File: config.mk
export PLATFORM = sky130hd
export DESIGN_NAME = execute_stage
export DESIGN_NICKNAME = d
export VERILOG_FILES = /design/src/rtl/execute_stage.sv
export SDC_FILE = /design/constraint.sdc
export NUM_CORES = 2
export LEC_CHECK = 0
export CAP_MARGIN = 0
export CORE_MARGIN = 4
export CORE_UTILIZATION = 46
export CTS_CLUSTER_DIAMETER = 120
export CTS_CLUSTER_SIZE = 25
export DETAILED_ROUTE_END_ITERATION = 6
export GPL_TIMING_DRIVEN = 0
export PLACE_DENSITY_LB_ADDON = 0.2
export SLEW_MARGIN = 20
export SYNTH_ARGS = -nofsm -noshare
export SYNTH_HDL_FRONTEND = slang
export SYNTH_SLANG_ARGS = --single-unit
File: constraint.sdc
create_clock -name clk -period 13.7 [get_ports clk]
set_input_delay 3.425 -clock clk [delete_from_list [all_inputs] [get_ports clk]]
set_output_delay 3.425 -clock clk [all_outputs]
set_load 0.05 [all_outputs]
File: src/rtl/execute_stage.sv
// RV32 EX stage: forwarding muxes, ALU, branch compare, PC+imm, iterative MUL, EX/MEM register.
// Latency: 1 cycle for ALU/branch/jump ops; MUL result loads MUL_N+2 edges after issue.
// Backpressure: stall_out holds the front end while a MUL runs; flush_in squashes EX and aborts MUL.
module execute_stage #(
   parameter int MUL_BITS = 1   // multiplier bits retired per BUSY cycle: 1, 2, 4 or 8
) (
   input  logic        clk,
   input  logic        reset,
   input  logic        flush_in,
   input  logic        Ctl_ALUSrc_in,
   input  logic [1:0]  Ctl_ALUOp_in,
   input  logic        Ctl_MemtoReg_in,
   input  logic        Ctl_RegWrite_in,
   input  logic        Ctl_MemRead_in,
   input  logic        Ctl_MemWrite_in,
   input  logic        Ctl_Branch_in,
   input  logic        jal_in,
   input  logic        jalr_in,
   input  logic [4:0]  Rd_in,
   input  logic [6:0]  funct7_in,
   input  logic [2:0]  funct3_in,
   input  logic [31:0] PC_in,
   input  logic [31:0] Rs1_data_in,
   input  logic [31:0] Rs2_data_in,
   input  logic [31:0] Imm_in,
   input  logic [1:0]  ForwardA_in,
   input  logic [1:0]  ForwardB_in,
   input  logic [31:0] WB_data_in,
   output logic        stall_out,
   output logic        Ctl_MemtoReg_out,
   output logic        Ctl_RegWrite_out,
   output logic        Ctl_MemRead_out,
   output logic        Ctl_MemWrite_out,
   output logic        Ctl_Branch_out,
   output logic        jal_out,
   output logic        jalr_out,
   output logic        Zero_out,
   output logic [4:0]  Rd_out,
   output logic [6:0]  funct7_out,
   output logic [2:0]  funct3_out,
   output logic [31:0] ALUresult_out,
   output logic [31:0] Write_Data_out,
   output logic [31:0] PCimm_out,
   output logic [31:0] PC_out
);

   localparam int         MUL_N    = 32 / MUL_BITS;
   localparam logic [5:0] CNT_LAST = 6'(MUL_N - 1);

   typedef enum logic [1:0] {IDLE = 2'd0, BUSY = 2'd1, DONE = 2'd2} state_t;

   // Full EX/MEM payload; an all-zero value is a bubble.
   typedef struct packed {
      logic        memtoreg;
      logic        regwrite;
      logic        memread;
      logic        memwrite;
      logic        branch;
      logic        jal;
      logic        jalr;
      logic        zero;
      logic [4:0]  rd;
      logic [6:0]  funct7;
      logic [2:0]  funct3;
      logic [31:0] alu_result;
      logic [31:0] write_data;
      logic [31:0] pcimm;
      logic [31:0] pc;
   } exmem_t;

   state_t        state_q, state_d;
   exmem_t        exmem_q, exmem_d;
   logic [31:0]   mcand_q, mcand_d;
   logic [31:0]   mplier_q, mplier_d;
   logic [31:0]   acc_q, acc_d;
   logic [5:0]    cnt_q, cnt_d;

   logic [31:0]        op_a, fwd_b, op_b, alu_res, pp;
   logic signed [31:0] sra_res;
   logic [4:0]         shamt;
   logic               lt_s, lt_u, zero_c, is_mul, stall_c;
   exmem_t             alu_pkt;

   // Operand forwarding; code 11 falls back to the register file value.
   always_comb begin
      case (ForwardA_in)
         2'b10:   op_a = ALUresult_out;
         2'b01:   op_a = WB_data_in;
         default: op_a = Rs1_data_in;
      endcase
      case (ForwardB_in)
         2'b10:   fwd_b = ALUresult_out;
         2'b01:   fwd_b = WB_data_in;
         default: fwd_b = Rs2_data_in;
      endcase
      op_b = Ctl_ALUSrc_in ? Imm_in : fwd_b;
   end

   assign shamt   = op_b[4:0];
   assign sra_res = $signed(op_a) >>> shamt;
   assign lt_s    = $signed(op_a) < $signed(op_b);
   assign lt_u    = op_a < op_b;
   assign is_mul  = (Ctl_ALUOp_in == 2'b10) && (funct7_in == 7'b0000001) && (funct3_in == 3'b000);

   // ALU result; jalr target takes precedence over the ALUOp decode.
   always_comb begin
      alu_res = '0;
      if (jalr_in) begin
         alu_res = (op_a + Imm_in) & ~32'd1;
      end else begin
         case (Ctl_ALUOp_in)
            2'b00: alu_res = op_a + op_b;
            2'b01: alu_res = op_a - op_b;
            default: begin
               if (Ctl_ALUOp_in == 2'b10 && funct7_in == 7'b0000001) begin
                  // M-extension encodings other than MUL itself execute as ADD
                  alu_res = op_a + op_b;
               end else begin
                  case (funct3_in)
                     3'b000:  alu_res = (funct7_in[5] && Ctl_ALUOp_in == 2'b10) ? op_a - op_b : op_a + op_b;
                     3'b001:  alu_res = op_a << shamt;
                     3'b010:  alu_res = {31'd0, lt_s};
                     3'b011:  alu_res = {31'd0, lt_u};
                     3'b100:  alu_res = op_a ^ op_b;
                     3'b101:  alu_res = funct7_in[5] ? 32'(sra_res) : (op_a >> shamt);
                     3'b110:  alu_res = op_a | op_b;
                     default: alu_res = op_a & op_b;
                  endcase
               end
            end
         endcase
      end
   end

   // Branch condition; jumps are always taken.
   always_comb begin
      zero_c = 1'b0;
      if (Ctl_ALUOp_in == 2'b01) begin
         case (funct3_in)
            3'b000:  zero_c = (op_a == op_b);
            3'b001:  zero_c = (op_a != op_b);
            3'b100:  zero_c = lt_s;
            3'b101:  zero_c = !lt_s;
            3'b110:  zero_c = lt_u;
            3'b111:  zero_c = !lt_u;
            default: zero_c = 1'b0;
         endcase
      end
      if (jal_in || jalr_in) zero_c = 1'b1;
   end

   // Assemble the normal-cycle EX/MEM payload.
   always_comb begin
      alu_pkt            = '0;
      alu_pkt.memtoreg   = Ctl_MemtoReg_in;
      alu_pkt.regwrite   = Ctl_RegWrite_in;
      alu_pkt.memread    = Ctl_MemRead_in;
      alu_pkt.memwrite   = Ctl_MemWrite_in;
      alu_pkt.branch     = Ctl_Branch_in;
      alu_pkt.jal        = jal_in;
      alu_pkt.jalr       = jalr_in;
      alu_pkt.zero       = zero_c;
      alu_pkt.rd         = Rd_in;
      alu_pkt.funct7     = funct7_in;
      alu_pkt.funct3     = funct3_in;
      alu_pkt.alu_result = alu_res;
      alu_pkt.write_data = fwd_b;
      alu_pkt.pcimm      = PC_in + Imm_in;
      alu_pkt.pc         = PC_in;
   end

   // Sum of the MUL_BITS partial products retired this BUSY cycle.
   always_comb begin
      pp = '0;
      for (int i = 0; i < MUL_BITS; i++) begin
         if (mplier_q[i]) pp = pp + (mcand_q << i);
      end
   end

   // MUL sequencer and EX/MEM next-value selection; flush overrides everything.
   always_comb begin
      state_d  = state_q;
      exmem_d  = alu_pkt;
      mcand_d  = mcand_q;
      mplier_d = mplier_q;
      acc_d    = acc_q;
      cnt_d    = cnt_q;
      stall_c  = 1'b0;
      if (flush_in) begin
         exmem_d = '0;
         state_d = IDLE;
      end else begin
         case (state_q)
            IDLE: begin
               if (is_mul) begin
                  stall_c  = 1'b1;
                  mcand_d  = op_a;
                  mplier_d = op_b;
                  acc_d    = '0;
                  cnt_d    = '0;
                  exmem_d  = '0;
                  state_d  = BUSY;
               end
            end
            BUSY: begin
               stall_c  = 1'b1;
               acc_d    = acc_q + pp;
               mcand_d  = mcand_q << MUL_BITS;
               mplier_d = mplier_q >> MUL_BITS;
               cnt_d    = cnt_q + 6'd1;
               exmem_d  = '0;
               if (cnt_q == CNT_LAST) state_d = DONE;
            end
            DONE: begin
               // the MUL is still held in ID/EX, so its control and Rd are current
               exmem_d.alu_result = acc_q;
               state_d            = IDLE;
            end
            default: begin
               exmem_d = '0;
               state_d = IDLE;
            end
         endcase
      end
   end

   // stall must drop as soon as reset is raised, even with a MUL sitting in ID/EX.
   assign stall_out = stall_c & ~reset;

   // State and EX/MEM pipeline register.
   always_ff @(posedge clk or posedge reset) begin
      if (reset) begin
         state_q  <= IDLE;
         exmem_q  <= '0;
         mcand_q  <= '0;
         mplier_q <= '0;
         acc_q    <= '0;
         cnt_q    <= '0;
      end else begin
         state_q  <= state_d;
         exmem_q  <= exmem_d;
         mcand_q  <= mcand_d;
         mplier_q <= mplier_d;
         acc_q    <= acc_d;
         cnt_q    <= cnt_d;
      end
   end

   assign Ctl_MemtoReg_out = exmem_q.memtoreg;
   assign Ctl_RegWrite_out = exmem_q.regwrite;
   assign Ctl_MemRead_out  = exmem_q.memread;
   assign Ctl_MemWrite_out = exmem_q.memwrite;
   assign Ctl_Branch_out   = exmem_q.branch;
   assign jal_out          = exmem_q.jal;
   assign jalr_out         = exmem_q.jalr;
   assign Zero_out         = exmem_q.zero;
   assign Rd_out           = exmem_q.rd;
   assign funct7_out       = exmem_q.funct7;
   assign funct3_out       = exmem_q.funct3;
   assign ALUresult_out    = exmem_q.alu_result;
   assign Write_Data_out   = exmem_q.write_data;
   assign PCimm_out        = exmem_q.pcimm;
   assign PC_out           = exmem_q.pc;

endmodule

# Word level (Yosys, flattened, before mapping)
# Cells that the tools add are included.
# totals
reg_bits	255
inputBits	192
output_inout_bits	152
word_cells	104
# classes
add_sub_neg	6
magnitude_cmp	2
n_eq_ne	22
shifts	3
n_mux	33
n_bitwise	6
reduce_logical	12
# op_table
op	n
$pmux 32 s2	7
$mux 151	2
$mux 32	9
$pmux 32 s7	1
$pmux 96 s2	1
$add 32x32->32	4
$lt 32x32->1	2
$pmux 23 s2	1
$and 32x32->32	1
$eq 32x32->1	1
$ne 32x32->1	1
$or 32x32->32	1
$shl 32x5->32	1
$shr 32x5->32	1
$sshr 32x5->32	1
$sub 32x32->32	1
$xor 32x32->32	1
$eq 3x3->1 const B	4
$pmux 6 s2	1
$eq 2x1->1 const B	4
$eq 2x2->1 const B	4
$eq 7x1->1 const B	1
$add 6x1->6 const B	1
$eq 3x2->1 const B	2
other kinds (20)	31

# Depth between registers and ports, before layout
# logic_depth
word_depth	12
mapped_depth	24
mapped_depth_nobuf	20

# Least setup slack after synthesis
# Ideal clock, no wire load.
# synth_path
kind	input-to-output
startpoint	input Ctl_ALUOp_in[1]
endpoint	output stall_out
arrival_ns	5.756
t_required_ns	10.275
slack_ns	4.519
stages	11
n_path_buf	4
cell_sequence	clkbuf_1 -> inv_2 -> nor2_1 -> nand4_1 -> nor2_1 -> nor2_1 -> or3_1 -> clkbuf_1 -> clkbuf_1 -> clkbuf_1 -> nor2_1
# synth_between
elab_chain_len	7
# synth_lines
item	line	rtl
start, declared	11	input logic [1:0] Ctl_ALUOp_in,
$eq 2x2->1	103	assign is_mul = (Ctl_ALUOp_in == 2'b10) && (funct7_in == 7'b0000001) && (funct3_in == 3'b000);
$logic_and 1x1->1 (2 in a row)	103	
$mux 1	195	if (is_mul) begin
$pmux 1 s2	193	case (state_q)
$mux 1	189	if (flush_in) begin
$and 1x1->1	228	assign stall_out = stall_c & ~reset;
end, declared	29	output logic stall_out,
# No other way between the ends.

# Final worst setup path
# layout_path
startpoint	input funct3_in[2]
endpoint	output stall_out
# layout_between
elab_chain_len	6
# layout_lines
item	line	rtl
start, declared	21	input logic [2:0] funct3_in,
$logic_not 3->1	103	
$logic_and 1x1->1	103	
$mux 1	195	
$pmux 1 s2	193	
$mux 1	189	
$and 1x1->1	228	
# No other way between the ends.

==> impl_metrics.py <==
metrics = {
    "run_status": {
        "status": "finished with violations",
        "violated_checks": "DRC",
    },
    "power": {
        "swShare": 0.510,
        "total_switching_power_mw": 1.64,
        "power_frac_comb": 0.589,
        "internal-power_mw": 1.58,
        "max-vdd-ir-drop_v": 0.000108,
        "seq_power_share": 0.257,
        "cellPowerDensity_mw_per_mm2": 105,
        "total_power_mw": 3.23,
        "leakagePower_nw": 13.4,
        "clockPowerShare": 0.154,
    },
    "placed_design": {
        "placement.cell_area_sq_mm": 0.0303,
        "placed_cell_count": 4528,
        "buffer_ports.inserted": 340,
        "dp.final_hpwl_um": 120000,
        "gp_routability_congestion": 1.14,
        "dp_slack_ps": 2680,
    },
    "cells_and_area": {
        "register_area_sq_mm": 0.00638,
        "layout.filler_cells": 5367,
        "stdcell_count": 4554,
        "ratio_of_cells_with_drive_above_1_in_the_final_layout": 0.0411,
        "multi_input_comb_area_sq_mm": 0.0179,
        "layout_area_growth_over_synthesis_pct": 20.2,
        "design_area_sq_mm": 0.0308,
        "finish.net_count": 4202,
    },
    "sta": {
        "post-route-worst-setup-slack_ps": 2390,
        "post-route-period-util": 0.826,
        "slew_headroom": 0.150,
        "clock.fmax_mhz": 88.4,
        "rsz0062_at_grt": "no",
        "timing_worst_slew_pin_value_ps": 1270,
        "timing_hold_violations_final": 0,
        "setup_viol_count_final": 0,
        "clock_skew_ps": 37.2,
        "final_count_of_pins_violating_max_slew": 0,
        "timing.final.crit_period_ps": 11310,
    },
    "logic_synthesis": {
        "synthMostInstantiatedCell": "sky130_fd_sc_hd__nor2_1",
        "mappedNetlistNets": 3825,
        "synth_flop_cell": "sky130_fd_sc_hd__dfrtp_1",
        "synth_commonest_cells": "sky130_fd_sc_hd__nor2_1 (404), sky130_fd_sc_hd__nand2_1 (365), sky130_fd_sc_hd__a21oi_1 (336)",
        "syn_avg_cell_area_sq_um": 7.50,
        "synth_warnings": 0,
        "async_reset_ff_frac": 1.00,
        "synth_enable_flop_cells": 0,
        "seq_area_frac_synth": 0.249,
        "netlist_instances": 3420,
        "mappedNetlistArea_sq_mm": 0.0256,
        "synth_largest_area_cell": "sky130_fd_sc_hd__dfrtp_1",
        "synth_top_cell_area_share": 0.249,
        "synth_top_area_cells": "sky130_fd_sc_hd__dfrtp_1 (25%), sky130_fd_sc_hd__ha_1 (10%), sky130_fd_sc_hd__a21oi_1 (6.6%)",
        "yosys_register_bits": 255,
        "synth_cell_types": 93,
    },
    "route": {
        "via_per_inst": 6.71,
        "detailroute.via_count": 30578,
        "dr.first_iter.drc_count": 4606,
        "detail_route.drc_violations": 19,
        "route.final.wire_length_um": 147000,
        "dr.pass1.iters": 7,
        "postRouteAntennaNets": 0,
        "routedWlPerCell_um": 32.4,
    },
    "die": {
        "fp.coreArea_sq_mm": 0.0551,
        "die_area_sq_mm": 0.0596,
        "die_height_um": 244,
        "boundaryPins": 344,
        "start_util": 0.465,
        "floorplan_die_width_um": 244,
        "rows": 86,
    },
    "critical_path": {
        "critical_path.n_buffers_inverters": 6,
        "timing.critical_path.max_delay_family": "buffers and inverters",
        "cp.required_ps": 10270,
        "critical_path.reg2reg.startpoint": "ALUresult_out[4]",
        "crit_fanout": 10,
        "worst_setup_path_end_kind": "output pin",
        "critical-path-slowest-cell": "sky130_fd_sc_hd__clkdlybuf4s50_1",
        "worst_ep_arrival_time_ps": 7890,
        "worstPathCellList": "clkdlybuf4s50_1, inv_1, nand2_1, nor2_1, nor2_1, or3_1, clkbuf_1, clkbuf_1, clkbuf_1, nor2_1, clkdlybuf4s50_1",
        "max_stage_delay_ps": 840,
        "worstSetupStartpointType": "input port",
        "worstSetupStartpoint": "funct3_in[2]",
        "worst-setup-path-type": "input port to output pin",
    },
    "cts": {
        "buffers_from_clock_root_to_sink_at_most": 3,
        "clock_buffer_count_from_cts": 15,
        "cts_tree": "built",
        "cts.hold.buffers_added": 0,
        "cts.repair_timing.setup_buffer_count": 0,
        "cts.repair.resized": 0,
        "insertion_delay_ps": 540,
        "cts.sinks": 255,
        "post_cts_clock_slew_at_the_launch_and_capture_registers_of_the_worst_setup_and_hold_paths_ps": 90,
        "htree_levels": 1,
        "clock_tree.root_cell": "sky130_fd_sc_hd__clkbuf_16",
    },
    "hold_path": {
        "hold_start": "mplier_q[28]",
        "hold_path_class": "flip-flop to flip-flop",
    },
    "flow_run": {
        "drv.max_cap_violation_count": 0,
    },
    "grt": {
        "antenna_found_initial": 9,
        "largest_net_degree_at_the_start_of_global_routing": 95,
        "grt_first_pass_wirelength_um": 206000,
        "first_global_vias": 28001,
        "gr-total-overflow": 0,
        "grt_usage": 0.471,
    },
}
==> final timing paths <==
path / slack [ps] / depth (start not counted) / end
min: 490 / 2 / mplier_q[28]
max: 2390 / 11 / stall_out
min in group asynchronous: 3390 / 2 / acc_q[8]
max reg2reg: 6420 / 19 / ALUresult_out[18]
min reg2reg: 490 / 2 / mplier_q[28]
max in group asynchronous: 8960 / 4 / mplier_q[28]
==> cell families (layout without fill, tap and decap cells) <==
| kind of cell | count (synthesis) | in the layout | share of synthesized area |
|---|---|---|---|
| AO/OA/AOI/OAI | 1212 | 1212 | 0.304 |
| AND/OR/NAND/NOR | 1123 | 1123 | 0.195 |
| buffers and inverters | 371 | 750 | 0.0568 |
| flip-flops | 255 | 255 | 0.249 |
| adder cells (fa/ha/maj) | 213 | 213 | 0.105 |
| XOR/XNOR | 146 | 146 | 0.0499 |
| multiplexers | 100 | 100 | 0.0407 |
| other | 0 | 7 | 0 |
==> cell usage in the layout (no fill, tap or decap), types with 34 or more instances in the layout <==
| master | instances |
|---|---|
| sky130_fd_sc_hd__a211oi_1 | 49 |
| sky130_fd_sc_hd__a21o_1 | 57 |
| sky130_fd_sc_hd__a21oi_1 | 336 |
| sky130_fd_sc_hd__a22oi_1 | 64 |
| sky130_fd_sc_hd__and2_1 | 94 |
| sky130_fd_sc_hd__buf_2 | 34 |
| sky130_fd_sc_hd__clkbuf_1 | 175 |
| sky130_fd_sc_hd__clkdlybuf4s50_1 | 340 |
| sky130_fd_sc_hd__dfrtp_1 | 255 |
| sky130_fd_sc_hd__ha_1 | 208 |
| sky130_fd_sc_hd__inv_1 | 127 |
| sky130_fd_sc_hd__mux2i_1 | 92 |
| sky130_fd_sc_hd__nand2_1 | 365 |
| sky130_fd_sc_hd__nand2b_1 | 37 |
| sky130_fd_sc_hd__nand3_1 | 50 |
| sky130_fd_sc_hd__nor2_1 | 403 |
| sky130_fd_sc_hd__nor3_1 | 67 |
| sky130_fd_sc_hd__o211ai_1 | 64 |
| sky130_fd_sc_hd__o21ai_0 | 295 |
| sky130_fd_sc_hd__xnor2_1 | 100 |
| sky130_fd_sc_hd__xor2_1 | 46 |
==> power by group through the flow <==
stage	combinational [mW]	clock (mW)	sequential [mW]
after global placement	1.78	0	0.843
after detailed placement	1.79	0	0.843
after floorplan	0.926	0	0.995
final	1.90	0.495	0.831
after CTS	1.80	0.497	0.828
after global routing	1.95	0.523	0.834
==> worst min-delay path, delay by kind of cell, from the launching register on <==
family / cells / cell delay (ps)
flops: 1 / 360
compound gates: 1 / 60
simple gates: 1 / 50
==> per-layer routing <==
layer	GRT usage	up-vias	wire, um	part of all wire
met2	0.702	2467	60700	0.41
met3	0.153	564	20400	0.14
met5	0	-	63	0.00043
li1	-	13029	-	-
met4	0.261	10	11300	0.076
met1	0.605	14508	55100	0.37
==> layout make-up <==
class	instances	area share
multi-input cells	2794	0.581
flip-flops and latches	255	0.207
repair buffers	360	0.119
plain buffers	233	0.0304
well taps	748	0.0304
inverters	138	0.0171
clock buffers	16	0.0123
clock inverters	3	0.00179
diodes	7	0.000568
==> registers in the layout, summed over array words and instances (netlist names), 2 cells and up <==
register / cells
PCimm_out: 32
Rd_out: 5
acc_q: 32
cnt_q: 6
funct7_out: 7
mplier_q: 32
PC_out: 32
funct3_out: 3
state_q: 2
mcand_q: 32
Write_Data_out: 32
ALUresult_out: 32
==> through the flow <==
stage	TNS, ps	utilization	hold WS [ps]
floorplan	0	-	449
global placement	-20970	0.544	462
CTS	0	0.559	491
finish	0	0.559	487
global route	0	0.559	519
detailed placement	0	0.551	470
(Power assumes the default switching activity.)
